$ cat config.mk
export PLATFORM = sky130hd
export DESIGN_NAME = fft_in_packer
export DESIGN_NICKNAME = d
export VERILOG_FILES = /design/src/rtl/fft_in_packer.sv
export SDC_FILE = /design/constraint.sdc
export NUM_CORES = 1
export LEC_CHECK = 0
export CORE_UTILIZATION = 30
export DETAILED_ROUTE_END_ITERATION = 8
export GPL_ROUTABILITY_DRIVEN = 0
export PLACE_DENSITY = 0.57
export REMOVE_ABC_BUFFERS = 1
export SLEW_MARGIN = 30
export SYNTH_ARGS = -nofsm -noshare
export SYNTH_HDL_FRONTEND = slang
export SYNTH_SLANG_ARGS = --single-unit
export TNS_END_PERCENT = 50
$ cat constraint.sdc
create_clock -name clk_i -period 24.4 [get_ports clk_i]
set_clock_uncertainty 0.05 [all_clocks]
set_input_delay 4.88 -clock clk_i [delete_from_list [all_inputs] [get_ports clk_i]]
set_output_delay 4.88 -clock clk_i [all_outputs]
set_load 0.03 [all_outputs]
$ cat src/rtl/fft_in_packer.sv
// Serial-to-parallel packer feeding the FFT butterfly array: gathers LANES complex samples
// per word, tags frame start/end words, and flags a sof that arrives mid-frame.
module fft_in_packer #(
  parameter int unsigned DW    = 11,
  parameter int unsigned LANES = 16,
  parameter int unsigned FRAME = 512
) (
  input  logic                 clk_i,
  input  logic                 rst_i,
  input  logic                 din_valid_i,
  input  logic                 din_sof_i,
  input  logic signed [DW-1:0] din_r_i,
  input  logic signed [DW-1:0] din_q_i,
  output logic                 dout_valid_o,
  output logic signed [DW-1:0] dout_r_o [LANES],
  output logic signed [DW-1:0] dout_q_o [LANES],
  output logic                 dout_sof_o,
  output logic                 dout_eof_o,
  output logic                 frame_err_o
);

  localparam int unsigned WORDS = FRAME / LANES;
  localparam int unsigned LW    = (LANES > 1) ? $clog2(LANES) : 1;
  localparam int unsigned WW    = (WORDS > 1) ? $clog2(WORDS) : 1;
  localparam logic [LW-1:0] LaneLast = LW'(LANES - 1);
  localparam logic [WW-1:0] WordLast = WW'(WORDS - 1);

  typedef enum logic {StIdle, StCollect} state_e;

  state_e               state_q, state_d;
  logic [LW-1:0]        lane_q, lane_d, wr_lane;
  logic [WW-1:0]        word_q, word_d, wr_word;
  logic signed [DW-1:0] buf_r_q [LANES];
  logic signed [DW-1:0] buf_r_d [LANES];
  logic signed [DW-1:0] buf_q_q [LANES];
  logic signed [DW-1:0] buf_q_d [LANES];
  logic signed [DW-1:0] dout_r_q [LANES];
  logic signed [DW-1:0] dout_q_q [LANES];
  logic                 accept, done, err_d;
  logic                 valid_q, sof_q, eof_q, err_q;

  always_comb begin
    state_d = state_q;
    lane_d  = lane_q;
    word_d  = word_q;
    buf_r_d = buf_r_q;
    buf_q_d = buf_q_q;
    err_d   = 1'b0;
    done    = 1'b0;
    accept  = din_valid_i && (din_sof_i || (state_q == StCollect));
    // A sof always restarts at lane 0 / word 0, whatever the counters say.
    wr_lane = din_sof_i ? '0 : lane_q;
    wr_word = din_sof_i ? '0 : word_q;
    if (accept) begin
      err_d = din_sof_i && (state_q == StCollect);
      for (int i = 0; i < int'(LANES); i++) begin
        if (wr_lane == LW'(i)) begin
          buf_r_d[i] = din_r_i;
          buf_q_d[i] = din_q_i;
        end
      end
      if (wr_lane == LaneLast) begin
        done   = 1'b1;
        lane_d = '0;
        if (wr_word == WordLast) begin
          word_d  = '0;
          state_d = StIdle;
        end else begin
          word_d  = wr_word + WW'(1);
          state_d = StCollect;
        end
      end else begin
        lane_d  = wr_lane + LW'(1);
        word_d  = wr_word;
        state_d = StCollect;
      end
    end
  end

  always_ff @(posedge clk_i or posedge rst_i) begin
    if (rst_i) begin
      state_q <= StIdle;
      lane_q  <= '0;
      word_q  <= '0;
      valid_q <= 1'b0;
      sof_q   <= 1'b0;
      eof_q   <= 1'b0;
      err_q   <= 1'b0;
      for (int i = 0; i < int'(LANES); i++) begin
        buf_r_q[i]  <= '0;
        buf_q_q[i]  <= '0;
        dout_r_q[i] <= '0;
        dout_q_q[i] <= '0;
      end
    end else begin
      state_q <= state_d;
      lane_q  <= lane_d;
      word_q  <= word_d;
      buf_r_q <= buf_r_d;
      buf_q_q <= buf_q_d;
      valid_q <= done;
      sof_q   <= done && (wr_word == '0);
      eof_q   <= done && (wr_word == WordLast);
      err_q   <= err_d;
      // Load from the next-state buffer so the final lane lands in the same word.
      if (done) begin
        dout_r_q <= buf_r_d;
        dout_q_q <= buf_q_d;
      end
    end
  end

  assign dout_valid_o = valid_q;
  assign dout_sof_o   = sof_q;
  assign dout_eof_o   = eof_q;
  assign frame_err_o  = err_q;
  assign dout_r_o     = dout_r_q;
  assign dout_q_o     = dout_q_q;

endmodule

==> qor.tcl <==
set qor(run_status) {complete, no violations}
set qor(cts_tree) {done}
set qor(route.vias.total) 16740
set qor(synth-seq-cells) 696
set qor(first_pass_grt_wire_length_um) 120400
set qor(synthDominantCellAreaShare_pct) 61.97
set qor(synth_flop_cell) {dfrtp_1}
set qor(totalWireLength_um) 80900
set qor(critical_path.slowest_cell) {clkdlybuf4s50_1}
set qor(grt-ovfl-total) 0
set qor(total_die_area_sq_um) 94920
set qor(drv.max_cap_violation_count) 0
set qor(boundaryPins) 382
set qor(core_sq_um) 92220
set qor(post-synth-top-count-cell) {dfrtp_1}
set qor(syn_area_per_cell_sq_um) 14.62
set qor(layout.filler_cells) 8620
set qor(ff2ff_setup_slack_ns) 20.67
set qor(worstPathRequired_ns) 24.81
set qor(drt_first_pass_iters) 5
set qor(p_leak_nw) 16.90
set qor(post_cts.resized_instances) 0
set qor(finalSetupViolations) 0
set qor(routedWlPerCell_um) 22.79
set qor(hold-path-endpoint) {dout_q_o[102]}
set qor(end_kind) {flip-flop}
set qor(grt_pass1_vias) 17900
set qor(insertion_delay_ns) 0.63
set qor(core.rowCount) 111
set qor(worstHoldPathCells) 1
set qor(footprint_of_the_multi_input_gates_sq_um) 9534
set qor(synth.largest_area_cell) {dfrtp_1}
set qor(slew_headroom_pct) 32.51
set qor(maximum_number_of_pins_on_one_net_before_global_route_repair) 182
set qor(postLayoutCellArea_sq_um) 35750
set qor(synthToLayoutAreaGrowth_pct) 27.19
set qor(cts.sink_count) 696
set qor(clock.fmax_mhz) 114.1
set qor(cts-hold-fix-buffers) 0
set qor(layout-drive-gt1-share_pct) 31.63
set qor(start_kind) {input pin}
set qor(placedInstanceArea_sq_um) 32910
set qor(final_power_mw) 2.925
set qor(holdCritStartpoint) {buf_q_q[102]}
set qor(yosys_warnings) 0
set qor(worstPathArrival_ns) 9.18
set qor(drcViolationCount) 0
set qor(gr_util_all_layers_pct) 17.10
set qor(criticalPathCategory) {input pin to flip-flop}
set qor(ir_worst_vdd_mv) 0.04564
set qor(dieHeight_um) 308.1
set qor(netlist-cell-type-count) 41
set qor(maxSlewViolCount) 0
set qor(finalWorstPathRequiredPeriod_ns) 8.766
set qor(cts_buffers) 80
set qor(worstHoldPathType) {flip-flop to flip-flop}
set qor(syn-instance-count) 1922
set qor(async_reset_ff_share_pct) 100.0
set qor(area_contributors_post_synth) {dfrtp_1 (62%), mux2_2 (13%), mux2_4 (12%)}
set qor(critical_path.startpoint) {din_sof_i}
set qor(initial_utilization_pct) 30.48
set qor(clk_pin_slew_ns) 0.06
set qor(worstRegToRegCells) 8
set qor(clockRootBuffer) {clkbuf_16}
set qor(final_antenna_net_count) 0
set qor(cts.repair_timing.setup_buffer_count) 0
set qor(r2r-end) {dout_q_o[124]}
set qor(port_buffers) 381
set qor(rsz_0062_raised_after_global_routing) {no}
set qor(series_of_cell_instances_along_the_critical_path) {clkdlybuf4s50_1 > nand2b_1 > inv_1 > ha_1 > and4b_4 > nand2_4 > inv_8 > buf_4 > o21ai_0}
set qor(crit_path_max_fanout) 114
set qor(p_per_area_nw_per_um2) 81.81
set qor(report.final.hold_viol_count) 0
set qor(cts-root-to-sink-buffers) 3
set qor(netlist_top_cells_count) {dfrtp_1 (696), mux2_2 (313), mux2_4 (216)}
set qor(post_drt_via_cell_ratio) 4.716
set qor(final.setup.tns_ns) 0
set qor(floorplan.die.width_um) 308.1
set qor(mappedNetlistArea_sq_um) 28110
set qor(final_nets) 2278
set qor(htree_levels) 3
set qor(worst_r2r_startpoint) {lane_q[0]}
set qor(worstMarginPinSlew_ns) 1.009
set qor(antenna_found_initial) 1
set qor(seqCellArea_sq_um) 17420
set qor(cp_slowest_stage_delay_ns) 0.88
set qor(final.period_utilization_pct) 35.93
set qor(count_of_flip_flops_with_a_built_in_enable_after_synthesis) 0
set qor(ys_seq_area_share_pct) 61.97
set qor(initialDrtViolationCount) 964
set qor(detailedPlacementHpwl_um) 50050
-- per-stage QoR --
| stage | hold slack, ns | std cells | worst slack [ns] | utilization, % |
|---|---|---|---|---|
| finish | 0.4445 | 3549 | 15.63 | 38.77 |
| global route | 0.4599 | 3548 | 15.32 | 38.76 |
| CTS | 0.4454 | 3545 | 15.52 | 38.68 |
| detailed placement | 0.4375 | 3404 | 14.84 | 35.69 |
| global placement | 0.4309 | 3400 | 15.05 | 35.63 |
| floorplan | 0.4238 | 1743 | -0.04676 | - |
-- worst max-delay path by stage --
stage | endpoint | slack, ns | cells past startpoint
after floorplan | buf_q_q[100] | -0.05 | 1
after global placement | dout_q_o[126] | 15.05 | 9
after detailed placement | dout_q_o[98] | 14.84 | 9
after CTS | dout_q_o[83] | 15.52 | 9
after global routing | dout_q_o[125] | 15.32 | 9
final | dout_q_o[124] | 15.63 | 9
-- cell usage in the layout, fill, tap and decap left out, drive strengths merged, types with 2 or more instances in the layout --
cell,netlist,routed
dfrtp,696,696
mux2,529,529
clkdlybuf4s50,0,370
a21oi,115,115
clkbuf,75,113
o21ai,90,90
inv,73,74
nand4,68,68
buf,104,51
mux2i,44,44
nand2,26,26
nand3,24,24
a31oi,23,23
clkinv,0,17
bufinv,0,8
and3,8,8
ha,6,6
nand2b,4,4
o211ai,3,3
nor2b,3,3
a22o,3,3
and3b,3,3
nand4b,2,2
nand3b,2,2
a41oi,2,2
o31ai,2,2
o41ai,2,2
clkinvlp,0,2
and2,2,2
nor3b,2,2
o21bai,2,2
-- report_power, final --
| group | switching (mW) | internal (mW) | total [mW] |
|---|---|---|---|
| clock network | 0.487 | 0.755 | 1.24 |
| logic | 0.151 | 0.159 | 0.310 |
| registers | 0.0729 | 1.30 | 1.37 |
-- cell families after synthesis --
logic type | share of synthesized area, %
simple gates | 3.040
flops | 61.97
compound gates | 4.768
buf+inv | 4.314
fa+ha+maj | 0.2671
mux | 25.65
-- state kept, by name (all words and copies together), names as in the netlist --
register / cells
dout_valid_o: 1
buf_r_q: 165
dout_sof_o: 1
dout_r_o: 176
frame_err_o: 1
buf_q_q: 165
dout_eof_o: 1
word_q: 5
dout_q_o: 176
state_q: 1
lane_q: 4
-- metal layers --
metal  global-route usage (%)  share of wire [%]  vias up  routed length [um]
met5                        0                  0        -                   0
met4                    5.207                2.2        0                1800
met3                    4.666                6.5       94                5233
met2                    27.44                 47      412               38150
met1                    22.40                 44     8835               35720
li1                         -                  -     7397                   -
-- worst max-delay path: cells and delay by family --
family,cells,cell delay (ns)
and+or+nand+nor,3,1.29
AOI/OAI and AO/OA,1,0.17
adders and majority gates,1,0.30
buffers and inverters,4,2.46
-- final cells by class --
class | instances | area share, %
multi-input cells | 974 | 26.67
flip-flops and latches | 696 | 48.72
well taps | 1243 | 4.350
inverters | 73 | 0.8085
clock inverters | 28 | 1.162
diodes | 1 | 0.007000
repair buffers | 421 | 11.73
clock buffers | 113 | 6.545
(Power assumes the default switching activity.)
==> patch (same settings) <==
Register the output `frame_err_o` once more, with the module's reset; this adds one clock of latency there. The other outputs are not delayed to match.
--- a/src/rtl/fft_in_packer.sv
+++ b/src/rtl/fft_in_packer.sv
@@ -113,7 +113,13 @@
   assign dout_valid_o = valid_q;
   assign dout_sof_o   = sof_q;
   assign dout_eof_o   = eof_q;
-  assign frame_err_o  = err_q;
+  always_ff @(posedge clk_i or posedge rst_i) begin
+    if (rst_i) begin
+      frame_err_o <= '0;
+    end else begin
+      frame_err_o <= err_q;
+    end
+  end
   assign dout_r_o     = dout_r_q;
   assign dout_q_o     = dout_q_q;
 
Behaviour: not the same (a bounded check fails within 4 cycles, from zero or initial values and one cycle with rst_i high).
==> patch against the original RTL <==
- routed wire length shrank 4.8%
- setup slack got worse by 150 ps
- final cell count shrank 0.56%
- cell area down 0.95%
- total power down 4.1%
- synthesized area down 0.59%
- sequential share of layout area up 0.53 points
- core utilization is 0.25 points lower
- sequential cell count up 1
==> patch: results (changes against the original RTL) <==
- Routed vias/inst: 4.79 (+1.5%)
- Antenna cells: 0 (-1)
- First-pass GRT wire length: 116000 um (-3.7%)
- Maximum vdd ir drop: 0.0000456 V (-0.17%)
- Yosys warnings: 0 (unchanged)
- Postcts setup bufs: 0 (unchanged)
- TritonCTS Buffers: 81 (+1.3%)
- Root Buffer: clkbuf_16
- ANT nets after route: 0 (unchanged)
- Count of cell types in the netlist: 50 (+22%)
- Seq/Total Area, Yosys: 62.4% (+0.46 points)
- Critical-path maximum fanout: 71 (-38%)
- Top area cells in the synthesized netlist: dfrtp_1 62%, mux2_2 13%, mux2_4 8.5%, o21ai_0 4.5%, mux2i_1 1.6%
- Met3 Resource Use GR: 5.37% (+0.70 points)
- Pin count of the biggest net entering global routing: 136 (-25%)
- Met2 Track Usage GR: 25.5% (-1.9 points)
- Top_reg_cell synth: dfrtp_1
- Starting DRT DRC Count: 974 (+1.0%)
- Placed Area: 32700 um^2 (-0.55%)
- Ys async rst share: 100% (unchanged)
- Nets: 2261 (-0.75%)
- Antenna violations before repair: 0 (-1)
- Port bufs: 381 (unchanged)
- Hpwl dp: 47500 um (-5.1%)
- GRT met1 Usage: 21.3% (-1.1 points)
- Layout cell share with drive strength beyond 1: 30.4% (-1.2 points)
- Gr usage total: 16.3% (-0.83 points)
- Slew @ Worst Pin: 962 ps (-47.3 ps)
- Drt wl/cell: 21.8 um (-4.3%)
- Drt first pass iters: 8 (+3)
- Worst EP arrival: 9380 ps (+200 ps)
- Status: finished clean
- Number of global-route vias before repair: 17.7k (-0.91%)
- Filler instances: 8695 (+0.87%)
- Most common library cells after synthesis: 697 x dfrtp_1, 322 x mux2_2, 251 x o21ai_0
- CTS clock-pin slew for the worst setup and hold paths: 60 ps (about the same)
- LEAKAGE: 16.5 nW (-2.3%)
-- patch: cell count changes in the layout (fill, tap and decap cells not counted), moves of 14 or more --
cell / delta
o21ai_0: +161
a21boi_0: +22
a31oi_1: -22
a2111oi_0: +22
mux2_4: -57
inv_1: -46
nand3_1: -20
a21oi_1: -112
nand4_1: -67
o31ai_1: +42
o21ai_1: +14
nand2_1: -20
a31o_2: +22
a2bb2oi_1: +22
-- patch: layout make-up --
class | instances | area (um^2) | area share, %
multi-input combinational | 1002 | 9570 | 27.0
tap | 1243 | 1560 | 4.39
timing repair buffer | 420 | 4140 | 11.7
inverter | 27 | 116 | 0.329
clock inverter | 34 | 327 | 0.922
sequential | 697 | 17400 | 49.3
clock buffer | 106 | 2260 | 6.39
-- patch: per-layer routing --
metal	routed length (um)	part of all wire, %
met3	5880	7.6
met1	33600	44
met2	35800	47
met5	0	0
met4	1730	2.2
-- patch: worst max-delay path, stage by stage --
cell and delay [ps]:
clkdlybuf4s50_1 410, buf_4 230, nand2b_1 260, inv_1 170, ha_1 340, and4_1 240
buf_4 310, nand2_8 480, inv_4 720, buf_4 740, mux2_2 410
-- patch: kinds of logic after synthesis --
group           count (synthesis)  share of synthesized area [%]
flops                         697                           62.4
compound gates                416                           9.10
buf+inv                       215                           3.79
mux                           529                           23.3
simple gates                   51                           1.16
fa+ha+maj                       6                          0.269
-- patch: where the power goes --
| part | switching, mW | internal (mW) | total [mW] |
|---|---|---|---|
| Sequential | 0.0665 | 1.30 | 1.36 |
| Combinational | 0.128 | 0.132 | 0.260 |
| Clock | 0.494 | 0.689 | 1.18 |
-- patch: metrics by stage --
stage	hold WS [ps]	setup slack (ps)	cells
2_1_floorplan	281	-75.1	1726
3_3_place_gp	292	14840	3388
3_5_place_dp	320	14750	3388
4_1_cts	339	15430	3528
5_1_grt	348	15310	3529
6_report	339	15480	3529
-- patch: final timing paths --
check | startpoint | to | slack [ps] | depth (start not counted)
setup / recovery | din_sof_i | dout_r_o[125]$_DFFE_PP0P_ | 15480 | 11
hold / removal | err_q$_DFF_PP0_ | frame_err_o$_DFF_PP0_ | 340 | 0
setup reg to reg | lane_q[0]$_DFFE_PP0P_ | dout_r_o[125]$_DFFE_PP0P_ | 20050 | 8
hold reg to reg | err_q$_DFF_PP0_ | frame_err_o$_DFF_PP0_ | 340 | 0
max in group asynchronous | rst_i | dout_q_o[75]$_DFFE_PP0P_ | 17060 | 5
min in group asynchronous | rst_i | dout_q_o[171]$_DFFE_PP0P_ | 4700 | 2
